$ cat src/rtl/mc_ctrl_pkg.sv
// Shared definitions for the multicycle control unit: FSM state codes,
// ALU control codes, datapath mux select codes, condition and cmd codes.
package mc_ctrl_pkg;

   // FSM states
   localparam logic [3:0] S_FETCH  = 4'd0;
   localparam logic [3:0] S_DECODE = 4'd1;
   localparam logic [3:0] S_MEMADR = 4'd2;
   localparam logic [3:0] S_MEMRD  = 4'd3;
   localparam logic [3:0] S_MEMWB  = 4'd4;
   localparam logic [3:0] S_MEMWR  = 4'd5;
   localparam logic [3:0] S_EXECR  = 4'd6;
   localparam logic [3:0] S_EXECI  = 4'd7;
   localparam logic [3:0] S_ALUWB  = 4'd8;
   localparam logic [3:0] S_BRANCH = 4'd9;

   // ALU control codes
   localparam logic [2:0] ALU_ADD = 3'b000;
   localparam logic [2:0] ALU_SUB = 3'b001;
   localparam logic [2:0] ALU_AND = 3'b010;
   localparam logic [2:0] ALU_ORR = 3'b011;
   localparam logic [2:0] ALU_EOR = 3'b100;

   // Mux select codes
   localparam logic [1:0] SRCA_REG   = 2'b00;
   localparam logic [1:0] SRCA_PC    = 2'b01;
   localparam logic [1:0] SRCB_REG   = 2'b00;
   localparam logic [1:0] SRCB_IMM   = 2'b01;
   localparam logic [1:0] SRCB_FOUR  = 2'b10;
   localparam logic [1:0] RES_ALUOUT = 2'b00;
   localparam logic [1:0] RES_RDATA  = 2'b01;
   localparam logic [1:0] RES_ALU    = 2'b10;
   localparam logic [1:0] IMM_DP     = 2'b00;
   localparam logic [1:0] IMM_MEM    = 2'b01;
   localparam logic [1:0] IMM_BR     = 2'b10;

   // Instruction op field
   localparam logic [1:0] OP_DP  = 2'b00;
   localparam logic [1:0] OP_MEM = 2'b01;
   localparam logic [1:0] OP_BR  = 2'b10;

   // Condition codes
   localparam logic [3:0] COND_EQ = 4'b0000;
   localparam logic [3:0] COND_NE = 4'b0001;
   localparam logic [3:0] COND_CS = 4'b0010;
   localparam logic [3:0] COND_CC = 4'b0011;
   localparam logic [3:0] COND_MI = 4'b0100;
   localparam logic [3:0] COND_PL = 4'b0101;
   localparam logic [3:0] COND_VS = 4'b0110;
   localparam logic [3:0] COND_VC = 4'b0111;
   localparam logic [3:0] COND_HI = 4'b1000;
   localparam logic [3:0] COND_LS = 4'b1001;
   localparam logic [3:0] COND_GE = 4'b1010;
   localparam logic [3:0] COND_LT = 4'b1011;
   localparam logic [3:0] COND_GT = 4'b1100;
   localparam logic [3:0] COND_LE = 4'b1101;
   localparam logic [3:0] COND_AL = 4'b1110;
   localparam logic [3:0] COND_NV = 4'b1111;

   // Data-processing cmd codes
   localparam logic [3:0] CMD_AND = 4'b0000;
   localparam logic [3:0] CMD_EOR = 4'b0001;
   localparam logic [3:0] CMD_SUB = 4'b0010;
   localparam logic [3:0] CMD_ADD = 4'b0100;
   localparam logic [3:0] CMD_TST = 4'b1000;
   localparam logic [3:0] CMD_CMP = 4'b1010;
   localparam logic [3:0] CMD_ORR = 4'b1100;

   // Decoded view of a data-processing cmd
   typedef struct packed {
      logic       legal;   // cmd is one of the supported operations
      logic       cv_upd;  // C and V are meaningful (arithmetic ops)
      logic       no_wb;   // compare/test: flags only, never writes rd
      logic [2:0] alu;     // ALU control while executing
   } cmd_dec_t;

   function automatic cmd_dec_t decode_cmd(input logic [3:0] cmd);
      cmd_dec_t d;
      d = '{legal: 1'b1, cv_upd: 1'b0, no_wb: 1'b0, alu: ALU_ADD};
      case (cmd)
         CMD_ADD: begin d.alu = ALU_ADD; d.cv_upd = 1'b1; end
         CMD_SUB: begin d.alu = ALU_SUB; d.cv_upd = 1'b1; end
         CMD_AND: d.alu = ALU_AND;
         CMD_ORR: d.alu = ALU_ORR;
         CMD_EOR: d.alu = ALU_EOR;
         CMD_CMP: begin d.alu = ALU_SUB; d.cv_upd = 1'b1; d.no_wb = 1'b1; end
         CMD_TST: begin d.alu = ALU_AND; d.no_wb = 1'b1; end
         default: begin d.legal = 1'b0; d.alu = ALU_ADD; end
      endcase
      return d;
   endfunction

endpackage

$ cat src/rtl/mc_control_unit_cond_check.sv
// Condition check: stored NZCV flags, their write enables, and the
// condition-passed evaluation. Also keeps a copy of the condition result
// taken while executing, so the writeback cycle of an instruction sees its
// own pre-update condition even though it may have just rewritten the flags.
module cond_check
   import mc_ctrl_pkg::*;
(
   input  logic       clk,
   input  logic       reset,
   input  logic [3:0] cond,
   input  logic [3:0] alu_flags,
   input  logic       exec_stage,
   input  logic       flag_req,
   input  logic       cv_req,
   output logic       cond_ex,
   output logic       cond_ex_held,
   output logic [3:0] flags
);

   logic nz_we;
   logic cv_we;

   function automatic logic eval_cond(input logic [3:0] c, input logic [3:0] f);
      logic n, z, cf, v;
      logic r;
      {n, z, cf, v} = f;
      case (c)
         COND_EQ: r = z;
         COND_NE: r = ~z;
         COND_CS: r = cf;
         COND_CC: r = ~cf;
         COND_MI: r = n;
         COND_PL: r = ~n;
         COND_VS: r = v;
         COND_VC: r = ~v;
         COND_HI: r = cf & ~z;
         COND_LS: r = ~(cf & ~z);
         COND_GE: r = (n == v);
         COND_LT: r = (n != v);
         COND_GT: r = ~z & (n == v);
         COND_LE: r = ~(~z & (n == v));
         COND_AL: r = 1'b1;
         default: r = 1'b0;
      endcase
      return r;
   endfunction

   assign cond_ex = eval_cond(cond, flags);
   assign nz_we   = exec_stage & cond_ex & flag_req;
   assign cv_we   = nz_we & cv_req;

   // NZCV register: N/Z on any flag write, C/V only for arithmetic ops
   always_ff @(posedge clk or posedge reset) begin
      if (reset) begin
         flags <= 4'b0000;
      end else begin
         if (nz_we) flags[3:2] <= alu_flags[3:2];
         if (cv_we) flags[1:0] <= alu_flags[1:0];
      end
   end

   // Condition result captured on the execute edge, before flags change
   always_ff @(posedge clk or posedge reset) begin
      if (reset)           cond_ex_held <= 1'b0;
      else if (exec_stage) cond_ex_held <= cond_ex;
   end

endmodule

$ cat src/rtl/mc_control_unit.sv
// Multicycle control unit: registered Moore FSM driving the shared-memory
// datapath selects, write strobes and ALU control, with condition checking
// against a stored NZCV register.
// Optional build macro MC_CTRL_PERF_EN adds cycle and retired-instruction
// counters; without it both perf ports are constant zero.
module mc_control_unit
   import mc_ctrl_pkg::*;
#(
   parameter int PC_REG = 15,
   parameter int RD_W   = 4,
   parameter int CNT_W  = 32
) (
   input  logic             clk,
   input  logic             reset,
   input  logic [3:0]       cond,
   input  logic [1:0]       op,
   input  logic [5:0]       funct,
   input  logic [RD_W-1:0]  rd,
   input  logic [3:0]       alu_flags,
   output logic             pc_write,
   output logic             ir_write,
   output logic             reg_w,
   output logic             mem_w,
   output logic             adr_src,
   output logic [1:0]       alu_src_a,
   output logic [1:0]       alu_src_b,
   output logic [1:0]       result_src,
   output logic [1:0]       imm_src,
   output logic [1:0]       reg_src,
   output logic [2:0]       alu_control,
   output logic [CNT_W-1:0] perf_cycles,
   output logic [CNT_W-1:0] perf_instret
);

   logic [3:0] state;
   logic [3:0] next_state;
   cmd_dec_t   cmd_dec;
   logic       i_bit;
   logic       s_bit;
   logic       l_bit;
   logic       rd_is_pc;
   logic       exec_stage;
   logic       flag_req;
   logic       cond_ex;
   logic       cond_ex_held;
   logic [3:0] flags;
   logic       pc_write_raw;
   logic       ir_write_raw;
   logic       reg_w_raw;
   logic       mem_w_raw;

   assign i_bit      = funct[5];
   assign s_bit      = funct[0];
   assign l_bit      = funct[0];
   assign cmd_dec    = decode_cmd(funct[4:1]);
   assign rd_is_pc   = (rd == RD_W'(PC_REG));
   assign exec_stage = (state == S_EXECR) || (state == S_EXECI);
   assign flag_req   = cmd_dec.legal & (s_bit | cmd_dec.no_wb);

   cond_check u_cond (
      .clk          (clk),
      .reset        (reset),
      .cond         (cond),
      .alu_flags    (alu_flags),
      .exec_stage   (exec_stage),
      .flag_req     (flag_req),
      .cv_req       (cmd_dec.cv_upd),
      .cond_ex      (cond_ex),
      .cond_ex_held (cond_ex_held),
      .flags        (flags)
   );

   // State register
   always_ff @(posedge clk or posedge reset) begin
      if (reset) state <= S_FETCH;
      else       state <= next_state;
   end

   // Next-state sequencing
   always_comb begin
      next_state = S_FETCH;
      case (state)
         S_FETCH:  next_state = S_DECODE;
         S_DECODE: begin
            case (op)
               OP_MEM:  next_state = S_MEMADR;
               OP_DP:   next_state = i_bit ? S_EXECI : S_EXECR;
               OP_BR:   next_state = S_BRANCH;
               default: next_state = S_FETCH;
            endcase
         end
         S_MEMADR: next_state = l_bit ? S_MEMRD : S_MEMWR;
         S_MEMRD:  next_state = S_MEMWB;
         S_EXECR:  next_state = S_ALUWB;
         S_EXECI:  next_state = S_ALUWB;
         default:  next_state = S_FETCH;
      endcase
   end

   // Moore output decode; strobes additionally gated by condition and rd
   always_comb begin
      pc_write_raw = 1'b0;
      ir_write_raw = 1'b0;
      reg_w_raw    = 1'b0;
      mem_w_raw    = 1'b0;
      adr_src      = 1'b0;
      alu_src_a    = SRCA_REG;
      alu_src_b    = SRCB_REG;
      result_src   = RES_ALUOUT;
      imm_src      = IMM_DP;
      reg_src      = 2'b00;
      alu_control  = ALU_ADD;
      case (state)
         S_FETCH: begin
            ir_write_raw = 1'b1;
            pc_write_raw = 1'b1;
            alu_src_a    = SRCA_PC;
            alu_src_b    = SRCB_FOUR;
            result_src   = RES_ALU;
         end
         S_DECODE: begin
            alu_src_a  = SRCA_PC;
            alu_src_b  = SRCB_FOUR;
            result_src = RES_ALU;
            case (op)
               OP_MEM: begin imm_src = IMM_MEM; reg_src = {~l_bit, 1'b0}; end
               OP_BR:  begin imm_src = IMM_BR;  reg_src = 2'b01; end
               default: begin imm_src = IMM_DP; reg_src = 2'b00; end
            endcase
         end
         S_MEMADR: begin
            alu_src_b = SRCB_IMM;
         end
         S_MEMRD: begin
            adr_src = 1'b1;
         end
         S_MEMWB: begin
            result_src   = RES_RDATA;
            reg_w_raw    = cond_ex;
            pc_write_raw = cond_ex & rd_is_pc;
         end
         S_MEMWR: begin
            adr_src   = 1'b1;
            mem_w_raw = cond_ex;
         end
         S_EXECR: begin
            alu_control = cmd_dec.alu;
         end
         S_EXECI: begin
            alu_src_b   = SRCB_IMM;
            alu_control = cmd_dec.alu;
         end
         S_ALUWB: begin
            reg_w_raw    = cond_ex_held & cmd_dec.legal & ~cmd_dec.no_wb;
            pc_write_raw = cond_ex_held & cmd_dec.legal & ~cmd_dec.no_wb & rd_is_pc;
         end
         S_BRANCH: begin
            alu_src_b    = SRCB_IMM;
            result_src   = RES_ALU;
            pc_write_raw = cond_ex;
         end
         default: ;
      endcase
   end

   // No write strobe may escape while reset is held
   assign pc_write = pc_write_raw & ~reset;
   assign ir_write = ir_write_raw & ~reset;
   assign reg_w    = reg_w_raw & ~reset;
   assign mem_w    = mem_w_raw & ~reset;

`ifdef MC_CTRL_PERF_EN
   logic [CNT_W-1:0] cycles_q;
   logic [CNT_W-1:0] instret_q;

   // Free-running cycle count and retire count on every return to FETCH
   always_ff @(posedge clk or posedge reset) begin
      if (reset) begin
         cycles_q  <= '0;
         instret_q <= '0;
      end else begin
         cycles_q <= cycles_q + CNT_W'(1);
         if ((state != S_FETCH) && (next_state == S_FETCH))
            instret_q <= instret_q + CNT_W'(1);
      end
   end

   assign perf_cycles  = cycles_q;
   assign perf_instret = instret_q;
`else
   assign perf_cycles  = '0;
   assign perf_instret = '0;
`endif

endmodule

$ cat config.mk
export PLATFORM = sky130hd
export DESIGN_NAME = mc_control_unit
export DESIGN_NICKNAME = d
export VERILOG_FILES = /design/src/rtl/mc_ctrl_pkg.sv /design/src/rtl/mc_control_unit_cond_check.sv /design/src/rtl/mc_control_unit.sv
export SDC_FILE = /design/constraint.sdc
export NUM_CORES = 1
export LEC_CHECK = 0
export CORE_MARGIN = 2
export CORE_UTILIZATION = 34
export DETAILED_ROUTE_END_ITERATION = 8
export PLACE_DENSITY = 0.82
export SETUP_SLACK_MARGIN = 0.05
export SLEW_MARGIN = 20
export SYNTH_ARGS = -nofsm -noshare
export SYNTH_HDL_FRONTEND = slang
export SYNTH_SLANG_ARGS = --single-unit
$ cat constraint.sdc
create_clock -name clk -period 2.9 [get_ports clk]
set_input_delay 0.29 -clock clk [delete_from_list [all_inputs] [get_ports clk]]
set_output_delay 0.29 -clock clk [all_outputs]
set_load 0.05 [all_outputs]
=== After elaboration in Yosys (flattened, before gate mapping) ===
Cells that the tools add are included.
Widths: inputs -> output; s select.

* Register bits after elaboration: 9

* Equal/unequal tests: 34
* Muxes and demuxes: 22
* Reductions and logical operators: 15
* Bitwise gates (word level): 24

{| class="wikitable"
|+ Operators by type and width
! cell !! count
|-
| $eq 4x4->1 const B || 13
|-
| $eq 4x3->1 const B || 9
|-
| $eq 4x2->1 const B || 5
|-
| $pmux 4 s5 || 1
|-
| $pmux 2 s2 || 4
|-
| $pmux 1 s15 || 1
|-
| $and 1x1->1 || 14
|-
| $eq 4x1->1 const B || 3
|-
| $logic_not 4->1 || 3
|-
| $pmux 3 s4 || 1
|-
| $pmux 4 s3 || 1
|-
| $reduce_or 2->1 || 6
|-
| $not 1->1 || 9
|-
| $reduce_or 3->1 || 3
|-
| $mux 1 || 8
|-
| $reduce_or 7->1 || 1
|-
| $mux 3 || 2
|-
| $mux 2 || 2
|-
| $pmux 1 s4 || 1
|-
| $eq 2x1->1 const B || 1
|-
| $eq 2x2->1 const B || 1
|-
| $logic_not 2->1 || 1
|-
| $pmux 1 s2 || 1
|-
| $eq 1x1->1 || 1
|-
| 3 further kinds || 3
|}

=== Logic depth before layout (Yosys ltp) ===
Gate-level depths: netlist (run 1).

* Depth in word-level cells: 8
* Depth in mapped cells: 7
* Gate-level depth less buffers: 6

=== Cells and area by module ===
From an unflattened synthesis (run 1), not the netlist that was laid out.

* Cell total of the unflattened synthesis: 195
* Area total of the unflattened synthesis: 1549.0 µm²

{| class="wikitable"
|+ Modules (own cells, without submodules)
! module !! seq. area each (µm²) !! times used !! cells an instance !! area an instance (µm²)
|-
| mc_control_unit || 100.1 || 1 || 155 || 1142.3
|-
| cond_check || 125.1 || 1 || 40 || 406.6
|}

=== Least setup slack after synthesis (run 1) ===
No wires, ideal clock.

* Kind: register to output
* Start: reg state[3]
* End: out reg_src[1]
* Arrival time: 3.417 ns
* Stages on the path, launching flop included: 5
* Path slack: -0.807 ns
* Data required time: 2.610 ns
* Path through: dfrtp_1 or2_2 clkbuf_1 nor4b_1 nor2b_1

* Cells in the longest elaborated chain, start to end: 2

{| class="wikitable"
|+ RTL lines
! element !! line !! source
|-
| from (decl) || mc_control_unit.sv:35 || <nowiki>logic [3:0] state;</nowiki>
|-
| from (signal assigned) || mc_control_unit.sv:76 || <nowiki>else state <= next_state;</nowiki>
|-
| $eq 4x1->1 || mc_control_unit.sv:113 || <nowiki>case (state)</nowiki>
|-
| $mux 2 || mc_control_unit.sv:113 ||
|-
| to (decl) || mc_control_unit.sv:29 || <nowiki>output logic [1:0] reg_src,</nowiki>
|}

Every way passes these cells.

=== Worst setup path after layout (run 1) ===
* Start: in cond[0]
* End: out pc_write

* Cells in the longest elaborated chain, start to end: 5

{| class="wikitable"
|+ RTL lines
! element !! line !! source
|-
| from (decl) || mc_control_unit.sv:15 || <nowiki>input logic [3:0] cond,</nowiki>
|-
| $eq 4x4->1 (tied with other cells) || mc_control_unit_cond_check.sv:27 || <nowiki>case (c)</nowiki>
|-
| $pmux 1 s15 * || mc_control_unit_cond_check.sv:27 ||
|-
| $and 1x1->1 || mc_control_unit.sv:140 || <nowiki>pc_write_raw = cond_ex & rd_is_pc;</nowiki>
|-
| $pmux 1 s4 * || mc_control_unit.sv:113 ||
|-
| $and 1x1->1 * || mc_control_unit.sv:167 || <nowiki>assign pc_write = pc_write_raw & ~reset;</nowiki>
|-
| to (decl) || mc_control_unit.sv:20 || <nowiki>output logic pc_write,</nowiki>
|}

Mark *: on every way between the ends. The rest lies on a longest branch, timed or not.

==> out/results.ini, run 1 <==
[logic_synthesis]
synthMuxAreaShare_pct = 4.13
synth-compound-area-share_pct = 14.5
synth_cells = 176
synth_seq_cells = 9
ys_types = 39
seq_area_frac_synth_pct = 16.9
synth_xor_area_share_pct = 3.29
ys_top_cells_by_area = buf_4 37%, dfrtp_1 17%, mux2_2 3.4%
synth-adder-area-share_pct = 0
synthesis.area_sq_um = 1330
synth-edff-count = 0
synth_ff_type = dfrtp_1
yosysTopAreaCell = buf_4
yosys.area.top_type_share_pct = 37.2
synth_top_family_by_area = buffers and inverters
yosysWarnings = 0
synthSimpleGateAreaFrac_pct = 19.7
synth_area_per_cell_sq_um = 7.57
synthArstFlopShare_pct = 100

[cts]
cts_buffer_depth = 2
clkTransAtPathRegs_ns = 0.05
cts_sinks = 9
ctsRootBufferMaster = clkbuf_8
cts_buffers = 3
cts_tree = done
htreeDepth = 1
cts_resized = 0
worstSkewPairLatency_ns = 0.23
cts-hold-fix-buffers = 0
post-cts-setup-buffers = 0

[worst_setup_path]
cp.required_ns = 2.61
cp-startpoint = cond[0]
reg2reg_from = u_cond.flags[0]$_DFFE_PP0P_
cp-end-kind = primary output
arrival_ns = 2.38
startpoint_type = primary input
cp_max_fo = 9
criticalPathCategory = primary input to primary output

[timing]
fin_ws_ns = 0.229
rsz0062_at_grt = false
finalSetupViolCount = 0
setup_tns_ns = 0
slew_viol_final = 0
hold_slack_ns = 0.419
post-route-min-period_ns = 2.67
fmax_mhz = 374
finalHoldViolCount = 0
fin_crit_sh_pct = 92.1
skew_ns = 0.00695
slew_headroom_pct = 65.2
tightest_slew_ns = 0.520

[global_route]
overflow = 0
grt_pass1_vias = 915
grt_max_degree = 15
antenna_found_initial = 0
grt_pass1_wl_um = 4000
grt_usage_pct = 11.6

[die]
rows = 22
dieArea_sq_um = 4440
die_x_um = 66.6
dieHeight_um = 66.6
io_pins = 104
start_util_pct = 35.9
core-area_sq_um = 3720

[layout]
diodes = 0
final_cell_mix = 65 x conb_1, 34 x clkdlybuf4s50_1, 12 x nor2_1, 9 x dfrtp_1, 8 x inv_1
fin_util_pct = 42.4
nets = 236
area_growth_pct = 18.3
drive_above_1_share_pct = 10.8
final_common_cell = conb_1
nFillCells = 388

[power]
sequentialPowerShare_pct = 17.6
p_total_mw = 1.33
p_clk_share_pct = 10.9
pwr_density_cell_nw_per_um2 = 845
switching_share_pct = 59.1
p_leak_nw = 0.733
ir_worst_vdd_v = 0.00103
intPower_uw = 545
comb_power_share_pct = 71.5
p_switching_uw = 787

[detailed_routing]
wl_um = 2650
drt_iter0_markers = 69
ant_nets = 0
drcViolationCount = 0
routedWlPerCell_um = 10.1
drt_pre_antenna_iters = 4
dr_total_vias = 1129
via_per_inst = 4.33

[place]
pre_cts_ws_ns = 0.256
place.gp.congestion = 0.819
place_hpwl_um = 2150
port_buffers = 38

[run]
cap_violations = 0

[hold_path]
hp-class = primary input to asynchronous set/reset pin

[run_status]
status = complete, no violations

-- state kept, by name, indices dropped and copies added, names as in the netlist --
signal / count
u_cond.cond_ex_held: 1
u_cond.flags: 4
state: 4
-- cell usage after synthesis (2+ instances only) --
| library cell | instances |
|---|---|
| buf_4 | 66 |
| nor2_1 | 12 |
| dfrtp_1 | 9 |
| inv_1 | 8 |
| a21oi_1 | 6 |
| nor3_1 | 6 |
| nand2_1 | 5 |
| o21ai_0 | 5 |
| or3_1 | 5 |
| clkbuf_1 | 4 |
| mux2_2 | 4 |
| nor2b_1 | 4 |
| xor2_1 | 4 |
| a211oi_1 | 3 |
| nand2b_1 | 3 |
| nand3_1 | 3 |
| nor4_1 | 3 |
| a22oi_1 | 2 |
| o21a_1 | 2 |
| o32ai_1 | 2 |
| or2_2 | 2 |
-- critical path: stages --
cell and delay, ns:
clkdlybuf4s50_1 0.55, or3_1 0.43, a211oi_1 0.30, nor4_2 0.08, buf_4 0.17, o32a_1 0.16, nor3_1 0.16, buf_4 0.23
-- logic make-up after synthesis --
family	count (synthesis)
compound gates	27
xor+xnor	5
buf+inv	80
flops	9
mux	5
other cells	1
simple gates	49
-- cell type report --
class	instances	area (sq um)	area share [%]
inverter	8	30.0	1.90
clock buffer	4	45.0	2.86
timing repair buffer	41	393	24.9
sequential	9	225	14.3
tap	48	60.1	3.81
multi-input combinational	151	823	52.2
-- metal layers --
metal,track usage (%),wire (um),part of all wire [%],up-vias
met5,0,0,0,-
met4,3.32,23,0.87,0
met3,4.73,290,11,5
met2,18.6,1220,46,68
met1,14.2,1110,42,516
li1,-,-,-,540
-- through the flow --
stage,std cells,area [sq um]
after CTS,261,1580
after floorplan,240,1600
final,261,1580
after detailed placement,257,1530
after global routing,261,1580
after global placement,257,1530
-- final timing paths --
check / endpoint / slack [ns] / cells past startpoint
max reg2reg: u_cond.flags[1]$_DFFE_PP0P_ / 0.61 / 7
min reg2reg: u_cond.cond_ex_held$_DFFE_PP0P_ / 0.48 / 2
min: state[3]$_DFF_PP0_ / 0.42 / 2
max: pc_write / 0.23 / 8
max in group asynchronous: u_cond.flags[3]$_DFFE_PP0P_ / 2.22 / 2
min in group clk: u_cond.cond_ex_held$_DFFE_PP0P_ / 0.48 / 2
-- power groups by stage --
stage	clock [mW]	sequential [mW]	combinational (mW)
finish	0.145	0.235	0.951
detailed placement	0	0.236	0.943
floorplan	0	0.192	0.825
CTS	0.150	0.234	0.951
global route	0.157	0.244	1.01
global placement	0	0.235	0.943
(Power assumes the default switching activity.)
==> inputs of run 2 (changes only) <==
--- a/config.mk
+++ b/config.mk
@@ -10,6 +10,7 @@
 export DETAILED_ROUTE_END_ITERATION = 8
 export PLACE_DENSITY = 0.82
 export SETUP_SLACK_MARGIN = 0.05
+export SKIP_LAST_GASP = 1
 export SLEW_MARGIN = 20
 export SYNTH_ARGS = -nofsm -noshare
 export SYNTH_HDL_FRONTEND = slang
==> results of run 2 <==
The final DEF is identical to that of run 1; final timing and power are the same.
==> inputs of run 3 (changes only) <==
--- a/config.mk
+++ b/config.mk
@@ -6,12 +6,14 @@
 export NUM_CORES = 1
 export LEC_CHECK = 0
 export CORE_MARGIN = 2
-export CORE_UTILIZATION = 34
+export CORE_UTILIZATION = 35
 export DETAILED_ROUTE_END_ITERATION = 8
-export PLACE_DENSITY = 0.82
+export PLACE_DENSITY = 0.79
+export REMOVE_ABC_BUFFERS = 1
 export SETUP_SLACK_MARGIN = 0.05
 export SKIP_LAST_GASP = 1
 export SLEW_MARGIN = 20
 export SYNTH_ARGS = -nofsm -noshare
 export SYNTH_HDL_FRONTEND = slang
+export SYNTH_HIERARCHICAL = 1
 export SYNTH_SLANG_ARGS = --single-unit
==> constraint.sdc (replaced) <==
create_clock -name clk -period 2.9 [get_ports clk]
set_input_delay 0.725 -clock clk [delete_from_list [all_inputs] [get_ports clk]]
set_output_delay 0.725 -clock clk [all_outputs]
set_load 0.05 [all_outputs]
==> run 3 against run 2 <==
The flow now finishes with violations (negative setup slack). Fmax decreased by 20%. Hold slack improved by 0.11 ns. Non-clock buffer count increased by 18. Combinational power increased by 20%. Critical endpoint unchanged. Highest routed layer unchanged.
==> out/results.ini, run 3 <==
[run_status]
status = finished with violations
violations = negative setup slack

[logic_synthesis]
yosysTopAreaCell = buf_4
synthTopCellsByCount = 67 x buf_4, 11 x inv_1, 9 x dfrtp_1, 9 x nand2_1, 9 x nor3_1
seq_area_frac_synth_pct = 14.5
synth_top_family_by_area = buffers and inverters
synth_ff_type = dfrtp_1
synthSimpleGateAreaFrac_pct = 23.4
synth_area_per_cell_sq_um = 7.94
synthMuxAreaShare_pct = 5.09
synthArstFlopShare_pct = 100
ys_types = 48
synth_cells = 195
yosys.area.top_type_share_pct = 32.5
yosysWarnings = 6
synth.most_common_cell = buf_4
synth-adder-area-share_pct = 4.04
synth_seq_cells = 9
synth-compound-area-share_pct = 10.7
synth-edff-count = 0
synth_xor_area_share_pct = 2.83
ys_top_cells_by_area = buf_4 32%, dfrtp_1 15%, ha_1 4.0%
synthesis.area_sq_um = 1550

[worst_setup_path]
cp.required_ns = 2.17
cp-end-kind = primary output
slowest_delay_ns = 0.54
cp_cell_sequence = buf_8 -> nand2b_4 -> o22ai_1 -> a221o_1 -> or4_4 -> buf_6 -> a311o_1 -> nand2_1 -> a221oi_2 -> buf_6
cp_max_fo = 6
startpoint_type = primary input
arrival_ns = 2.61
critPathSlowestCell = or4_4
criticalPathCategory = primary input to primary output
critPathMostFrequentCell = buf_6

[timing]
tightest_slew_ns = 0.522
skew_ns = 0.00257
post-route-min-period_ns = 3.34
fin_ws_ns = -0.437
finalSetupViolCount = 3
finalHoldViolCount = 0
fmax_mhz = 300
slew_viol_final = 0
slew_headroom_pct = 64.9
hold_slack_ns = 0.525
fin_crit_sh_pct = 115
rsz0062_at_grt = true

[detailed_routing]
routedWlPerCell_um = 10.7
via_per_inst = 4.26
drcViolationCount = 0
drt_pre_antenna_iters = 4
ant_nets = 0
dr_total_vias = 1278
drt_iter0_markers = 39
wl_um = 3200

[layout]
nets = 276
diodes = 0
final_common_cell = conb_1
top_regs = state (4), u_cond/flags (4), u_cond/cond_ex_held (1)
area_growth_pct = 30.3
fin_util_pct = 47.0
final_cell_mix = 65 x conb_1, 23 x buf_4, 16 x clkdlybuf4s50_1, 11 x inv_1, 9 x dfrtp_1
drive_above_1_share_pct = 25.0

[cts]
clkTransAtPathRegs_ns = 0.05
cts_buffers = 3
htreeDepth = 1
ctsRootBufferMaster = clkbuf_8
cts_sinks = 9
cts_tree = done
cts_buffer_depth = 2
worstSkewPairLatency_ns = 0.23

[global_route]
grt_usage_pct = 11.9
grt_max_degree = 15
grt_pass1_vias = 1149
grt_pass1_wl_um = 4960
overflow = 0
antenna_found_initial = 0

[place]
place.gp.congestion = 0.835
pre_cts_ws_ns = -0.985
place_hpwl_um = 2530
port_buffers = 38

[power]
ir_worst_vdd_v = 0.000606
pwr_density_cell_nw_per_um2 = 750
p_leak_nw = 1.03

[die]
dieHeight_um = 70.5
dieArea_sq_um = 4970
rows = 24
io_pins = 104
core-area_sq_um = 4290
start_util_pct = 36.1
die_x_um = 70.5

[hold_path]
hp-class = register to register

[run]
cap_violations = 0

## run 3: routing by layer
layer	GRT usage (%)	part of all wire, %	vias up
li1	-	-	633
met1	14.2	38	578
met2	19.8	51	62
met3	5.19	10	5
met4	2.78	0.72	0
met5	0	0	-
## run 3: repair_timing
item | in CTS | in global routing
buffers inserted | 2 | 1
resized for setup | 35 | 11
endpoints found under the setup margin | 9 | 7
gates cloned | 0 | 0
hold buffers | 0 | 0
pin swaps | 7 | 1
## run 3: kinds of logic (layout without fill, tap and decap cells)
kind of cell	Yosys count	in the layout
buffers and inverters	85	74
and+or+nand+nor	61	61
AOI/OAI and AO/OA	23	23
DFF	9	9
muxes	6	6
adders and majority gates	5	5
xor gates and xnor gates	5	5
other	1	65
## run 3: worst paths after layout
kind,start,endpoint,slack [ns],cells after the start
worst max-delay path,cond[0],pc_write,-0.44,10
max in group asynchronous,reset,u_cond/flags[2]$_DFFE_PP0P_,1.82,3
worst min register to register,u_cond/cond_ex_held$_DFFE_PP0P_,u_cond/cond_ex_held$_DFFE_PP0P_,0.52,1
min in group asynchronous,reset,state[2]$_DFF_PP0_,0.89,3
worst min-delay path,u_cond/cond_ex_held$_DFFE_PP0P_,u_cond/cond_ex_held$_DFFE_PP0P_,0.52,1
worst max register to register,u_cond/flags[0]$_DFFE_PP0P_,u_cond/flags[2]$_DFFE_PP0P_,0.42,9
## run 3: critical path: cells and delay by family
| family | cells | cell delay (ns) |
|---|---|---|
| AOI/OAI and AO/OA | 4 | 0.77 |
| buffers and inverters | 3 | 0.39 |
| and+or+nand+nor | 3 | 0.74 |
## run 3: through the flow
stage | TNS (ns) | cells | total power, mW | area (sq um)
floorplan | -4.06 | 185 | 0.969 | 1220
global placement | -2.83 | 293 | 1.30 | 1870
detailed placement | -3.13 | 293 | 1.31 | 1870
CTS | -0.898 | 299 | 1.49 | 1970
global route | -1.04 | 300 | 1.61 | 2020
finish | -0.864 | 300 | 1.51 | 2020
## run 3: cell type report
type	count	area, sq um
clock buffers	4	45.0
fillers	426	2280
inverters	11	41.3
multi-input cells	165	1010
flip-flops and latches	9	225
well taps	52	65.1
repair buffers	59	634
## run 3: report_power, final
part	total (mW)	switching, mW	internal, mW
clock network	0.145	0.0496	0.0958
logic	1.14	0.740	0.395
registers	0.234	0.0690	0.165
